**config.mk**
```make
export PLATFORM = sky130hd
export DESIGN_NAME = seg_scan_capture
export DESIGN_NICKNAME = d
export VERILOG_FILES = /design/src/rtl/seg_scan_capture.sv
export SDC_FILE = /design/constraint.sdc
export NUM_CORES = 1
export LEC_CHECK = 0
export CORE_AREA = 4 4 111 113
export CTS_CLUSTER_SIZE = 12
export DETAILED_ROUTE_END_ITERATION = 8
export DIE_AREA = 0 0 115 117
export PLACE_DENSITY = 0.87
export SYNTH_ARGS = -nofsm -noshare
export SYNTH_HDL_FRONTEND = slang
export SYNTH_SLANG_ARGS = --single-unit
```
**constraint.sdc**
```tcl
create_clock -name clk -period 3.9 [get_ports clk]
set_clock_uncertainty 0.15 [all_clocks]
set_input_delay 0.78 -clock clk [delete_from_list [all_inputs] [get_ports clk]]
set_output_delay 0.78 -clock clk [all_outputs]
set_load 0.05 [all_outputs]
```
**src/rtl/seg_scan_capture.sv**
```systemverilog
// seg_scan_capture: receive end of a multiplexed 7-segment display scan.
// Samples AN/SEG, waits for a slot to hold still for STABLE_CYCLES clocks,
// decodes the glyph back to a hex nibble and reassembles the 8-digit value.
module seg_scan_capture #(
   parameter int unsigned STABLE_CYCLES = 4
) (
   input  logic        clk,
   input  logic        RST,
   input  logic [7:0]  SEG,
   input  logic [7:0]  AN,
   output logic [31:0] value,
   output logic [7:0]  dp,
   output logic [7:0]  digit_seen,
   output logic [31:0] frame_value,
   output logic        frame_done,
   output logic        seg_error,
   output logic        an_error
);

   localparam int CNT_W = 8;

   logic [7:0]       s_an_q, s_seg_q;
   logic [CNT_W-1:0] cnt_q, cnt_d;
   logic [31:0]      value_q, value_d;
   logic [7:0]       dp_q, dp_d;
   logic [7:0]       seen_q, seen_d;
   logic [31:0]      fvalue_q, fvalue_d;
   logic             fdone_q, fdone_d;
   logic             seg_err_q, seg_err_d;
   logic             an_err_q, an_err_d;

   logic             changed, latch, an_onehot, an_blank;
   logic [2:0]       idx;
   logic [4:0]       dec;

   // glyph (gfedcba, active-high) to {hit, nibble}
   function automatic logic [4:0] decode(input logic [6:0] g);
      case (g)
         7'h3F:   return {1'b1, 4'h0};
         7'h06:   return {1'b1, 4'h1};
         7'h5B:   return {1'b1, 4'h2};
         7'h4F:   return {1'b1, 4'h3};
         7'h66:   return {1'b1, 4'h4};
         7'h6D:   return {1'b1, 4'h5};
         7'h7D:   return {1'b1, 4'h6};
         7'h07:   return {1'b1, 4'h7};
         7'h7F:   return {1'b1, 4'h8};
         7'h6F:   return {1'b1, 4'h9};
         7'h77:   return {1'b1, 4'hA};
         7'h7C:   return {1'b1, 4'hB};
         7'h39:   return {1'b1, 4'hC};
         7'h5E:   return {1'b1, 4'hD};
         7'h79:   return {1'b1, 4'hE};
         7'h71:   return {1'b1, 4'hF};
         default: return 5'b0;
      endcase
   endfunction

   assign changed   = (AN != s_an_q) || (SEG != s_seg_q);
   // fires once per stable period: the counter passes this value only once
   assign latch     = !changed && (cnt_q == CNT_W'(STABLE_CYCLES - 1));
   assign an_onehot = $onehot(~s_an_q);
   assign an_blank  = (s_an_q == 8'hFF);
   assign dec       = decode(~s_seg_q[6:0]);

   // digit index of the single low AN bit (only meaningful when an_onehot)
   always_comb begin
      idx = 3'd0;
      for (int i = 0; i < 8; i++)
         if (!s_an_q[i]) idx = 3'(i);
   end

   // stability counter and capture/frame next-state
   always_comb begin
      cnt_d     = changed ? '0 :
                  (cnt_q == CNT_W'(STABLE_CYCLES)) ? cnt_q : cnt_q + 1'b1;
      value_d   = value_q;
      dp_d      = dp_q;
      seen_d    = seen_q;
      fvalue_d  = fvalue_q;
      fdone_d   = 1'b0;
      seg_err_d = seg_err_q;
      an_err_d  = an_err_q;
      if (latch) begin
         if (an_onehot) begin
            if (dec[4]) begin
               value_d[{idx, 2'b00} +: 4] = dec[3:0];
               dp_d[idx]                  = ~s_seg_q[7];
               seen_d                     = seen_q | (8'h01 << idx);
               if (seen_d == 8'hFF) begin
                  fvalue_d = value_d;
                  fdone_d  = 1'b1;
                  seen_d   = 8'h00;
               end
            end else begin
               seg_err_d = 1'b1;
            end
         end else if (!an_blank) begin
            an_err_d = 1'b1;
         end
      end
   end

   // state registers; reset drops any partial frame
   always_ff @(posedge clk) begin
      if (RST) begin
         s_an_q    <= 8'hFF;
         s_seg_q   <= 8'hFF;
         cnt_q     <= '0;
         value_q   <= '0;
         dp_q      <= '0;
         seen_q    <= '0;
         fvalue_q  <= '0;
         fdone_q   <= 1'b0;
         seg_err_q <= 1'b0;
         an_err_q  <= 1'b0;
      end else begin
         s_an_q    <= AN;
         s_seg_q   <= SEG;
         cnt_q     <= cnt_d;
         value_q   <= value_d;
         dp_q      <= dp_d;
         seen_q    <= seen_d;
         fvalue_q  <= fvalue_d;
         fdone_q   <= fdone_d;
         seg_err_q <= seg_err_d;
         an_err_q  <= an_err_d;
      end
   end

   assign value       = value_q;
   assign dp          = dp_q;
   assign digit_seen  = seen_q;
   assign frame_value = fvalue_q;
   assign frame_done  = fdone_q;
   assign seg_error   = seg_err_q;
   assign an_error    = an_err_q;

endmodule

```
==> metrics.txt <==
placed cells 793; hold depth 1; Min Hold Slack 0.320 ns; normalized max-slew margin -4.64%; CP Capture Type register; vias in the first global route 5231; Setup WS post-layout -0.463 ns; 1st-iter DRT viols 1003; PwrDens 328 nW/um^2; Synth Cell Area 5270 um^2; CTS Hold Bufs 0; Avg WL per Cell 24.1 um; minimum clock period 4.36 ns; Die ar. 13500 um^2; nets 715; antenna-violating nets left 0; Seq cells post-synth 107; cell accounting for the most synthesized area dfxtp_1; final core occ 66.5%; final setup fails 82; Total GRT Usage 24.5%; Die Wd 115 um; CTS sink count 107; RSZ-0062 raised after global routing yes; Worst-path clk slew 0.08 ns; PortBufs 100; grt total ovfl 0; htree depth 3; clk buf depth 2; first-pass GRT wire length 26600 um; Detail Placement HPWL 11000 um; Crit Path Class register to register; DIE HEIGHT 117 um; gpl congestion 0.866; async set or reset register ratio after synthesis 0%; Max-Cap Viols 1; Slew @ Worst Pin 1.56 ns; commonest non-fill, non-tap cell in the layout dfxtp_1; initial antenna violation count 0; # DRC 0; layout cells sized above 1 22.6%; CORE AREA 11300 um^2; largest cells by area after synthesis dfxtp_1 (41%), o2bb2ai_1 (5.5%), a22oi_1 (3.6%); ANT cells 0; I/O pins 101; root buffer cell clkbuf_16; Required @ worst endpoint 3.98 ns; Synth top area share 40.6%; Final Hold Vio Count 0; post-synth cell types 60; most frequent cells in the layout dfxtp_1 (106), clkdlybuf4s50_1 (99), nor2_1 (27), buf_4 (27), a22oi_1 (25); worst skew pair latency 0.36 ns; Avg Inst Size Synth 9.25 um^2; Initial Util 46.6%; Worst Hold Class register to register; top_reg_cell synth dfxtp_1; pins over their slew limit 13; Vias 5507; Design Area, Final 7530 um^2; Post-Syn Nets 605; number of synthesized flops with an enable pin 0; sequential area share after synthesis 40.6%; status finished with violations; Vias/cell 6.65; Reg2Reg Depth 14; Fmax 229 MHz; drt pass-1 iters 8; Data arrival, critical path 4.45 ns; total CTS buffers 9; CTS tree built; Layout area overhead 42.9%; crit-path max FO 5; CP startpoint kind register; Synth Instances 570; row count 39; largest net degree at the start of global routing 38; Setup Total Neg Slack -26.65 ns; Post-DP Area 6480 um^2; Warnings, synthesis 0; leakage 2.59 nW; Final Cycle Share 112%; Post-Layout Cell Count 828; failing checks max-capacitance violations, max-slew violations, negative setup slack; Worst VDD drop 277 uV; Post-Route WL 20000 um
[metrics by stage]
step	total power, mW	worst slack [ns]
floorplan	1.31	-0.0845
global placement	1.38	-0.0987
detailed placement	1.40	-0.261
CTS	2.42	-0.203
global route	2.53	-0.477
finish	2.47	-0.463
[metal layers]
layer,wire length [um],share of wire (%),global-route usage (%)
met5,0,0,0
met2,9150,46,39.9
met3,1960,9.8,4.94
met4,1410,7.1,12.4
met1,7440,37,31.0
[synth_stat cells (4+ instances only)]
cell type  count
a211oi_1       6
a21oi_1       21
a22o_1         5
a22oi_1       25
a311oi_1       4
a31oi_1       16
and2_1         4
and3_1         6
buf_2         21
clkbuf_1      21
dfxtp_1      107
fa_1           4
ha_1          13
inv_1         26
mux2i_1       10
nand2_1       16
nand2b_1      12
nand3_1       12
nand3b_1       5
nand4_1       17
nor2_1        34
nor2b_1       10
nor3_1        14
nor3b_1        6
o21a_1         6
o21ai_0        4
o22ai_1        9
o2bb2ai_1     33
o31ai_1        7
o32ai_1        4
or2_2         18
or3_1          7
xnor2_1       19
xor2_1         6
[flip-flops by register name, indices dropped and copies added (netlist names)]
register     count
value           32
s_an_q           8
dp               8
cnt_q            8
s_seg_q          8
frame_value     32
an_error         1
frame_done       1
seg_error        1
digit_seen       8
[final timing paths]
path | endpoint | slack [ns] | start
hold / removal | frame_value[10]$_SDFFE_PP0P_ | 0.32 | frame_value[10]$_SDFFE_PP0P_
hold reg to reg | frame_value[10]$_SDFFE_PP0P_ | 0.32 | frame_value[10]$_SDFFE_PP0P_
setup / recovery | value[10]$_SDFFE_PP0P_ | -0.46 | s_an_q[0]$_SDFF_PP1_
setup reg to reg | value[10]$_SDFFE_PP0P_ | -0.46 | s_an_q[0]$_SDFF_PP1_
[timing repair]
action / CTS / global route
setup endpoints to repair: 82 / 82
setup buffers: 2 / 12
pin swaps: 4 / 17
resized for setup: 25 / 69
gates cloned: 1 / 6
[critical path, cell delays in order, from the launching register on]
cell and delay, ns:
dfxtp_2 0.33, fa_1 0.55, inv_2 0.04, fa_1 0.48, fa_1 0.52, ha_2 0.19
inv_2 0.04, fa_1 0.49, and3b_2 0.21, a31oi_4 0.12, nand3b_1 0.28, buf_4 0.24
buf_8 0.14, o31ai_2 0.32, a21oi_1 0.14
[area by class of cell]
type / instances / area (um^2)
clock buffer: 9 / 225
clock inverter: 7 / 111
fill: 743 / 3790
inverter: 26 / 97.6
multi-input combinational: 392 / 3290
sequential: 107 / 2140
tap: 143 / 179
timing repair buffer: 144 / 1490
[report_power, final]
| part | total [mW] | internal, mW | switching [mW] |
|---|---|---|---|
| Clock | 1.04 | 0.577 | 0.464 |
| Combinational | 0.305 | 0.115 | 0.190 |
| Sequential | 1.12 | 1.10 | 0.0236 |
| Total | 2.47 | 1.79 | 0.678 |
[logic make-up (layout without fill, tap and decap cells)]
logic type | Yosys count | in the layout | share of synthesized area (%)
simple gates | 181 | 181 | 20.3
mux | 12 | 12 | 2.33
buf+inv | 71 | 186 | 5.77
xor+xnor | 25 | 25 | 4.15
flops | 107 | 107 | 40.6
compound gates | 156 | 156 | 22.0
fa+ha+maj | 18 | 18 | 4.80
(Power assumes the default switching activity.)
